**src/rtl/rock_pkg.sv**
```systemverilog
// Shared types and constants for the rock controller / driver command interface.
package rock_pkg;

    localparam int unsigned AMP_W  = 3;
    localparam int unsigned FREQ_W = 3;

    typedef enum logic [2:0] {
        IDLE,
        FWD,
        DEAD_F,
        REV,
        DEAD_R
    } rock_state_t;

    // Half-swing length in ticks; higher freq codes give shorter swings.
    function automatic int unsigned half_len(input int unsigned base,
                                             input logic [FREQ_W-1:0] f);
        return base * (32'd8 - 32'(f));
    endfunction

endpackage

```
**src/rtl/rock_pwm.sv**
```systemverilog
// Free-running PWM counter and duty compare for the cradle H-bridge.
module rock_pwm #(
    parameter int unsigned PWM_BITS = 8
) (
    input  logic                clk,
    input  logic                reset,
    input  logic [PWM_BITS-1:0] duty,
    output logic                pwm
);

    logic [PWM_BITS-1:0] cnt_q, cnt_d;

    assign cnt_d = cnt_q + PWM_BITS'(1);

    always_ff @(posedge clk) begin
        if (!reset) begin
            cnt_q <= '0;
        end else begin
            cnt_q <= cnt_d;
        end
    end

    // Compared against the count the next cycle holds, so the caller can register it.
    assign pwm = (cnt_d < duty);

endmodule

```
**src/rtl/rock_driver.sv**
```systemverilog
// Actuator end of the rock command interface: amp/freq codes to a swinging H-bridge drive.
// Optional soft start (amplitude ramp) is enabled by defining ROCK_SOFT_START_EN.
module rock_driver
    import rock_pkg::*;
#(
    parameter int unsigned PWM_BITS   = 8,
    parameter int unsigned HALF_BASE  = 16,
    parameter int unsigned DEAD_TICKS = 2
) (
    input  logic              clk,
    input  logic              reset,
    input  logic              tick,
    input  logic [AMP_W-1:0]  amp,
    input  logic [FREQ_W-1:0] freq,
    output logic              pwm_a,
    output logic              pwm_b,
    output logic              dir,
    output logic              busy,
    output logic              swing_done
);

    localparam int unsigned CntMax = (7 * HALF_BASE > DEAD_TICKS) ? 7 * HALF_BASE : DEAD_TICKS;
    localparam int unsigned CntW   = $clog2(CntMax);
    localparam logic [CntW-1:0] DeadLast = CntW'(DEAD_TICKS - 1);

    rock_state_t       state_q, state_d;
    logic [CntW-1:0]   half_cnt_q, half_cnt_d;
    logic [AMP_W-1:0]  amp_l_q, amp_l_d;
    logic [FREQ_W-1:0] freq_l_q, freq_l_d;
    logic              done_d;
    logic [CntW-1:0]   half_last;
    logic [AMP_W-1:0]  amp_e_d;
    logic [PWM_BITS-1:0] duty;
    logic              pwm;

`ifdef ROCK_SOFT_START_EN
    logic [AMP_W-1:0]  amp_e_q;
`else
    assign amp_e_d = amp_l_d;
`endif

    assign half_last = CntW'(half_len(HALF_BASE, freq_l_q) - 32'd1);

    always_comb begin
        state_d    = state_q;
        half_cnt_d = half_cnt_q;
        amp_l_d    = amp_l_q;
        freq_l_d   = freq_l_q;
        done_d     = 1'b0;
`ifdef ROCK_SOFT_START_EN
        amp_e_d    = amp_e_q;
`endif
        if (tick) begin
            unique case (state_q)
                IDLE: begin
                    if (amp != '0 && freq != '0) begin
                        state_d    = FWD;
                        amp_l_d    = amp;
                        freq_l_d   = freq;
                        half_cnt_d = '0;
`ifdef ROCK_SOFT_START_EN
                        amp_e_d    = AMP_W'(1);
`endif
                    end
                end
                FWD, REV: begin
                    if (half_cnt_q == half_last) begin
                        state_d    = (state_q == FWD) ? DEAD_F : DEAD_R;
                        done_d     = 1'b1;
                        amp_l_d    = amp;
                        freq_l_d   = freq;
                        half_cnt_d = '0;
`ifdef ROCK_SOFT_START_EN
                        // Stop requests skip the ramp and the dead time entirely.
                        if (amp == '0) begin
                            state_d = IDLE;
                            amp_e_d = '0;
                        end else if (amp > amp_e_q) begin
                            amp_e_d = amp_e_q + AMP_W'(1);
                        end else if (amp < amp_e_q) begin
                            amp_e_d = amp_e_q - AMP_W'(1);
                        end
`endif
                    end else begin
                        half_cnt_d = half_cnt_q + CntW'(1);
                    end
                end
                DEAD_F, DEAD_R: begin
                    if (half_cnt_q == DeadLast) begin
                        half_cnt_d = '0;
                        if (amp_l_q == '0 || freq_l_q == '0) begin
                            state_d = IDLE;
                        end else begin
                            state_d = (state_q == DEAD_F) ? REV : FWD;
                        end
                    end else begin
                        half_cnt_d = half_cnt_q + CntW'(1);
                    end
                end
                default: state_d = IDLE;
            endcase
        end
    end

    // Duty tracks the next-cycle amplitude so leg and duty change on the same edge.
    assign duty = PWM_BITS'(amp_e_d) << (PWM_BITS - 3);

    rock_pwm #(
        .PWM_BITS (PWM_BITS)
    ) u_pwm (
        .clk   (clk),
        .reset (reset),
        .duty  (duty),
        .pwm   (pwm)
    );

    always_ff @(posedge clk) begin
        if (!reset) begin
            state_q    <= IDLE;
            half_cnt_q <= '0;
            amp_l_q    <= '0;
            freq_l_q   <= '0;
            pwm_a      <= 1'b0;
            pwm_b      <= 1'b0;
            dir        <= 1'b0;
            busy       <= 1'b0;
            swing_done <= 1'b0;
        end else begin
            state_q    <= state_d;
            half_cnt_q <= half_cnt_d;
            amp_l_q    <= amp_l_d;
            freq_l_q   <= freq_l_d;
            pwm_a      <= (state_d == FWD) && pwm;
            pwm_b      <= (state_d == REV) && pwm;
            dir        <= (state_d == FWD);
            busy       <= (state_d != IDLE);
            swing_done <= done_d;
        end
    end

`ifdef ROCK_SOFT_START_EN
    always_ff @(posedge clk) begin
        if (!reset) begin
            amp_e_q <= '0;
        end else begin
            amp_e_q <= amp_e_d;
        end
    end
`endif

endmodule
```
**config.mk**
```make
export PLATFORM = sky130hd
export DESIGN_NAME = rock_driver
export DESIGN_NICKNAME = d
export VERILOG_FILES = /design/src/rtl/rock_pkg.sv /design/src/rtl/rock_pwm.sv /design/src/rtl/rock_driver.sv
export SDC_FILE = /design/constraint.sdc
export NUM_CORES = 1
export LEC_CHECK = 0
export CORE_MARGIN = 2
export CORE_UTILIZATION = 55
export CTS_BUF_LIST = sky130_fd_sc_hd__clkbuf_8
export CTS_CLUSTER_SIZE = 28
export DETAILED_ROUTE_END_ITERATION = 7
export DONT_BUFFER_PORTS = 1
export PLACE_DENSITY = 0.68
export SYNTH_ARGS = -nofsm -noshare
export SYNTH_HDL_FRONTEND = slang
export SYNTH_SLANG_ARGS = --single-unit
```
**constraint.sdc**
```tcl
create_clock -name clk -period 4.72 [get_ports clk]
set_input_delay 0 -clock clk [delete_from_list [all_inputs] [get_ports clk]]
set_output_delay 0 -clock clk [all_outputs]
set_load 0.01 [all_outputs]
```
==> results of run 1 <==
[state kept, by name, summed over array words and instances (netlist names)]
name and flops:
u_pwm.cnt_q 8, half_cnt_q 7, amp_l_q 3, freq_l_q 3, state_q 3, busy 1, dir 1, pwm_a 1
pwm_b 1, swing_done 1
[power breakdown]
part	leakage, nW	total [mW]	internal [mW]	switching, mW
registers	0.236	0.268	0.256	0.0111
logic	0.376	0.0735	0.0321	0.0415
clock network	0.0439	0.193	0.101	0.0918
[synthesized netlist by cell type (all sizes together)]
cell and count:
or4 2, o22ai 1, nand3 7, o21ai 6
nor2 21, nor3 5, nor3b 1, mux2i 3
nor4 6, nand2b 4, nor2b 4, xor2 6
o211ai 1, xnor2 7, dfxtp 29, o311ai 2
nand4 1, a211oi 2, buf 2, a22o 1
a2111oi 1, clkbuf 4, and3 4, nor4b 1
a21boi 1, or3 2, ha 8, nand2 12
nand3b 1, and2 5, a21o 1, a21oi 12
o21a 1, or3b 2, a31oi 1, a311oi 2
inv 10
[logic make-up after synthesis]
group,share of synthesized area
xor gates and xnor gates,0.07453
buffers and inverters,0.04259
adders and majority gates,0.06552
muxes,0.01966
and+or+nand+nor,0.2703
DFF,0.3800
AOI/OAI and AO/OA,0.1474
[worst max-delay path, stage by stage (launching register included)]
cell and delay (ns):
dfxtp_1 0.34, inv_1 0.08, ha_1 0.20, ha_1 0.28, xnor2_1 0.14, xnor2_1 0.17, o311ai_4 0.46, and2_1 0.36
mux2i_1 0.15, ha_1 0.24, a2111oi_0 0.31, a311oi_1 0.12, nor4_1 0.27
[stage by stage]
| stage | instance area [sq um] | power (mW) | worst slack, ns | cells | hold slack, ns |
|---|---|---|---|---|---|
| 2_1_floorplan | 1528 | 0.3293 | 1.879 | 179 | 0.1188 |
| 3_3_place_gp | 1539 | 0.3381 | 1.675 | 204 | 0.1224 |
| 3_5_place_dp | 1539 | 0.3403 | 1.573 | 204 | 0.1261 |
| 4_1_cts | 1695 | 0.5412 | 1.534 | 219 | 0.01004 |
| 5_1_grt | 1695 | 0.5612 | 1.249 | 219 | 0.01527 |
| 6_report | 1695 | 0.5343 | 1.513 | 219 | 0.01944 |
[timing repair]
item | CTS | global route
hold endpoints to repair | 17 | 0
buffers inserted | 0 | 0
hold buffers | 7 | 0
[cells in the final DEF, fill, tap and decap left out, types with 4 or more instances in the layout]
| master | n |
|---|---|
| dfxtp_1 | 29 |
| nor2_1 | 21 |
| a21oi_1 | 12 |
| nand2_1 | 11 |
| inv_1 | 10 |
| ha_1 | 8 |
| nand3_1 | 7 |
| xnor2_1 | 7 |
| dlygate4sd3_1 | 7 |
| xor2_1 | 6 |
| nor4_1 | 6 |
| o21ai_0 | 6 |
| nor3_1 | 5 |
| and2_1 | 5 |
| clkbuf_8 | 5 |
| nor2b_1 | 4 |
| and3_1 | 4 |
| nand2b_1 | 4 |
[final cells by class]
| type | count | area, sq um |
|---|---|---|
| inverter | 10 | 37.54 |
| tap | 31 | 38.79 |
| multi-input combinational | 134 | 882.1 |
| timing repair buffer | 7 | 70.07 |
| clock buffer | 5 | 68.82 |
| clock inverter | 3 | 17.52 |
| fill | 233 | 991.0 |
| sequential | 29 | 580.6 |
[routing by layer]
| metal | GRT usage | part of all wire | vias to the layer above |
|---|---|---|---|
| li1 | - | - | 644 |
| met2 | 0.3688 | 0.48 | 32 |
| met1 | 0.2371 | 0.45 | 572 |
| met4 | 0.1020 | 0.016 | 0 |
| met3 | 0.05069 | 0.053 | 5 |
| met5 | 0 | 0 | - |
[final timing paths]
check        cells past startpoint      startpoint              to
min                              2            tick      state_q[0]
max reg2reg                     12     freq_l_q[0]           pwm_a
min reg2reg                      1  u_pwm.cnt_q[0]  u_pwm.cnt_q[0]
max                             12     freq_l_q[0]           pwm_a
==> run summary, run 1 <==
routed via count -> 1253
Final Util -> 0.6311
Setup crit start kind -> flip-flop
MaxCap Viol Count -> 0
outcome -> complete, no violations
nets@finish -> 204
root cell of the clock tree -> clkbuf_8
CP required -> 4.90 ns
VDD IR max -> 0.2727 mV
starting density of the core -> 0.5687
Inserted Clock Buffers -> 5
grt ovf -> 0
RSZ-0062 raised after global routing -> no
io pins -> 14
Core Region -> 2686 sq um
cell taking the most area after synthesis -> dfxtp_1
CTS sink cnt -> 29
Worst-Skew Late Latency -> 0.28 ns
Worst Skew -> 0.006397 ns
largest net degree at the start of global routing -> 16
share of layout cells above drive strength 1 -> 0.08511
#FFs+latches synth -> 29
post-synthesis cell count -> 179
Reg clk slew, reported paths -> 0.07 ns
final cycle utilization of the critical path -> 0.6794
PortBufs -> 0
Max Clock Freq -> 311.8 MHz
YS warnings -> 0
Rows -> 19
final wirelength -> 3026 um
Ant. Diodes -> 0
ANT nets after route -> 0
Crit path arrival time -> 3.39 ns
router iterations before antenna repair -> 4
CP Max Fanout -> 9
DR WL/cell -> 13.82 um
TritonCTS clock tree -> built
Die Ht -> 56.71 um
HPWL after DPL -> 2234 um
Final Slew Violations -> 0
Slew HR -> 0.6725
R2R Setup Slk -> 1.51 ns
die area -> 3215 sq um
top cell type's share of synthesized area -> 0.3800
Area growth syn-to-layout -> 10.97%
Setup Viol. Count Final -> 0
Resized cells post-CTS -> 0
Via density -> 5.721
total track usage -> 0.2109
Final Hold Fails -> 0
PwrDens -> 315.1 nW/um^2
H-tree levels -> 2
CP endpoint kind -> flip-flop
Tmin final -> 3.207 ns
residual DRC count -> 0
Pleak -> 0.6566 nW
Area contributors post-synth -> dfxtp_1 38%, ha_1 6.6%, nor2_1 5.2%, xnor2_1 4.0%, a21oi_1 3.9%
syn nets -> 196
initial antenna violation count -> 0
kind of critical path -> flip-flop to flip-flop
TNS Setup -> 0 ns
global-route wire length before repair -> 5216 um
average cell area after synthesis -> 8.535 sq um
Mapped Area -> 1528 sq um
RePlAce Congestion -> 0.8144
CTS max path bufs -> 2
worst-margin pin slew -> 0.4908 ns
Hold WC Path Type -> primary input to flip-flop
Die X-Extent -> 56.71 um
vias in the first global route -> 1220
Iter 0 DRT Violations -> 42
sequential cell area fraction in the yosys report -> 0.3800
synth unique cells -> 40
Note: power is estimated with default switching activity, not from simulation.
==> inputs of run 2 (changes only) <==
Settings changed: ABC_AREA set to 1, PLACE_DENSITY 0.68 to 0.71.
Clock period 4.72 ns to 2.95 ns, I/O delays scaled along.
==> run 2 against run 1 <==
  * Synthesized cell count up 35%
  * Design area up 9.3%
  * Sequential cell count unchanged
  * Clock-buffer cell count up 1
  * Setup slack worse by 0.98 ns
  * Maximum frequency up 33%
  * Core utilization up 3.5 points
  * Combinational power up 130%
  * Die area up 6.4%
==> run summary, run 2 <==
H-tree levels -> 2
commonest non-fill, non-tap cells in the layout -> 59 x nand2_1, 41 x inv_1, 29 x nor2_1, 29 x dfxtp_1
average cell area after synthesis -> 6.747 sq um
Core Region -> 2781 sq um
global-route wire length before repair -> 5506 um
worst hold endpoint -> half_cnt_q[0]
vias in the first global route -> 1289
max FFs per register -> 8
io pins -> 14
non-filler instance count after layout -> 286
root cell of the clock tree -> clkbuf_8
CP required -> 3.17 ns
Area growth syn-to-layout -> 13.49%
Final Hold Fails -> 0
synth unique cells -> 25
post-synthesis cell count -> 242
FF-to-FF End -> pwm_a
routed via count -> 1403
syn nets -> 259
cell taking the most area after synthesis -> dfxtp_1
filler cell count -> 248
largest net degree at the start of global routing -> 14
fraction of registers with async set/reset -> 0
top cell type's share of synthesized area -> 0.3556
Top reg by flops -> u_pwm.cnt_q
VDD IR max -> 0.4370 mV
crit-path most repeated cell -> nand2_1
Tmin final -> 2.418 ns
Final Slew Violations -> 0
Die Ht -> 58.49 um
grt ovf -> 0
Setup Viol. Count Final -> 0
final wirelength -> 3207 um
min-delay src -> reset
share of layout cells above drive strength 1 -> 0.1176
Slew HR -> 0.7447
Reg2Reg Launch Point -> freq_l_q[0]
die area -> 3421 sq um
Top Registers -> u_pwm.cnt_q x8, half_cnt_q x7
Final Power -> 1.016 mW
PwrDens -> 548.0 nW/um^2
final cycle utilization of the critical path -> 0.8197
Iter 0 DRT Violations -> 63
Place WS -> 0.5847 ns
CP max stage cell -> dfxtp_1
Via density -> 4.906
placed cells -> 270
CP endpoint kind -> flip-flop
Reg clk slew, reported paths -> 0.06 ns
EDFF count, synth -> 0
MaxCap Viol Count -> 0
Crit path largest cell delay -> 0.32 ns
HPWL after DPL -> 2321 um
Mapped Area -> 1633 sq um
residual DRC count -> 0
worst-margin pin slew -> 0.3794 ns
Area contributors post-synth -> dfxtp_1 36%, nand2_1 14%, inv_1 9.2%, nor2_1 6.7%, ha_1 6.1%
R2R Setup Slk -> 0.53 ns
most common cell after layout, fill and taps aside -> nand2_1
initial antenna violation count -> 0
outcome -> complete, no violations
kind of critical path -> flip-flop to flip-flop
TritonCTS clock tree -> built
sequential cell area fraction in the yosys report -> 0.3556
ANT nets after route -> 0
Inserted Clock Buffers -> 5
Crit path arrival time -> 2.64 ns
Pleak -> 0.8934 nW
starting density of the core -> 0.5870
Resized cells post-CTS -> 0
Hold WC Path Type -> primary input to flip-flop
nets@finish -> 271
Final WS setup -> 0.5318 ns
ys flop type -> dfxtp_1
router iterations before antenna repair -> 5
Worst Skew -> 0.003050 ns
Max Clock Freq -> 413.5 MHz
YS warnings -> 0
PortBufs -> 0
Crit path buffers/inverters -> 3
critical path's top delay family -> simple AND/OR/NAND/NOR gates
RSZ-0062 raised after global routing -> no
CTS max path bufs -> 2
TNS Setup -> 0 ns
R2R depth -> 17
CTS sink cnt -> 29
#FFs+latches synth -> 29
most common cell in the netlist -> nand2_1
Rows -> 19
FF/Latch Area -> 580.6 sq um
Setup crit start kind -> flip-flop
top post-synthesis cells by count -> 59 x nand2_1, 40 x inv_1, 29 x dfxtp_1, 29 x nor2_1
CP Max Fanout -> 4
Die X-Extent -> 58.49 um
Ant. Diodes -> 0
Worst-Skew Late Latency -> 0.28 ns
hold_ws -> 0.01664 ns
multi-input logic area -> 868.3 sq um
Cell Chain, Critical Path -> inv_1 -> ha_1 -> ha_1 -> inv_1 -> nand2_1 -> nand3_1 -> nand3_2 -> nor2_2 -> nand2_1 -> nand2_2 -> nand3_1 -> nand2_1 -> inv_1 -> ha_1 -> a21oi_1 -> nand2_1 -> nor2_1
Hold Path Stages -> 2
total track usage -> 0.2193
RePlAce Congestion -> 0.8620
DR WL/cell -> 11.21 um
postcts setup bufs -> 0
CP Launch Point -> freq_l_q[0]
## run 2: how the worst max path moves through the flow
stage / to / slack, ns / cells past startpoint
floorplan: pwm_a / 0.76 / 16
global placement: pwm_a / 0.65 / 17
detailed placement: pwm_a / 0.58 / 17
CTS: pwm_a / 0.57 / 17
global route: pwm_b / 0.32 / 17
finish: pwm_a / 0.53 / 17
## run 2: cells by family after synthesis
kind of cell               count (synthesis)  share of synthesized area
AOI/OAI and AO/OA                         27                    0.09425
xor gates and xnor gates                   5                    0.02682
adders and majority gates                  8                    0.06131
buffers and inverters                     48                     0.1126
DFF                                       29                     0.3556
and+or+nand+nor                          125                     0.3494
## run 2: area by class of cell
class                   instances  share of cell area
inverters                      45             0.09115
well taps                      31             0.02093
clock inverters                 2             0.01823
flip-flops and latches         29              0.3133
repair buffers                  8             0.04321
clock buffers                   6             0.04456
multi-input cells             165              0.4686
## run 2: report_power, final
group          leakage, nW  switching (mW)  internal [mW]
combinational        0.594           0.109         0.0629
sequential           0.236          0.0113          0.410
clock               0.0626           0.151          0.271
total                0.893           0.271          0.745
## run 2: metal layers
layer | track usage | up-vias | share of wire
li1 | - | 773 | -
met2 | 0.3531 | 24 | 0.45
met3 | 0.06374 | 6 | 0.044
met5 | 0 | - | 0
met1 | 0.2688 | 600 | 0.49
met4 | 0.1030 | 0 | 0.019
## run 2: repair_timing
action / CTS / global route
endpoints found under the hold margin: 17 / 0
hold buffers: 8 / 0
endpoints found under the setup margin: 0 / 0
## run 2: worst reg2reg max path, cell delays in order, from the launching register on
cell and delay (ns):
dfxtp_1 0.32, inv_1 0.08, ha_1 0.20, ha_1 0.31, inv_1 0.10, nand2_1 0.06
nand3_1 0.10, nand3_2 0.10, nor2_2 0.11, nand2_1 0.10, nand2_2 0.09, nand3_1 0.06
nand2_1 0.06, inv_1 0.04, ha_1 0.30, a21oi_1 0.15, nand2_1 0.08, nor2_1 0.09
## run 2: metrics by stage
| step | util | area [sq um] |
|---|---|---|
| after floorplan | - | 1633 |
| after global placement | 0.5956 | 1657 |
| after detailed placement | 0.5956 | 1657 |
| after CTS | 0.6662 | 1853 |
| after global routing | 0.6662 | 1853 |
| final | 0.6662 | 1853 |
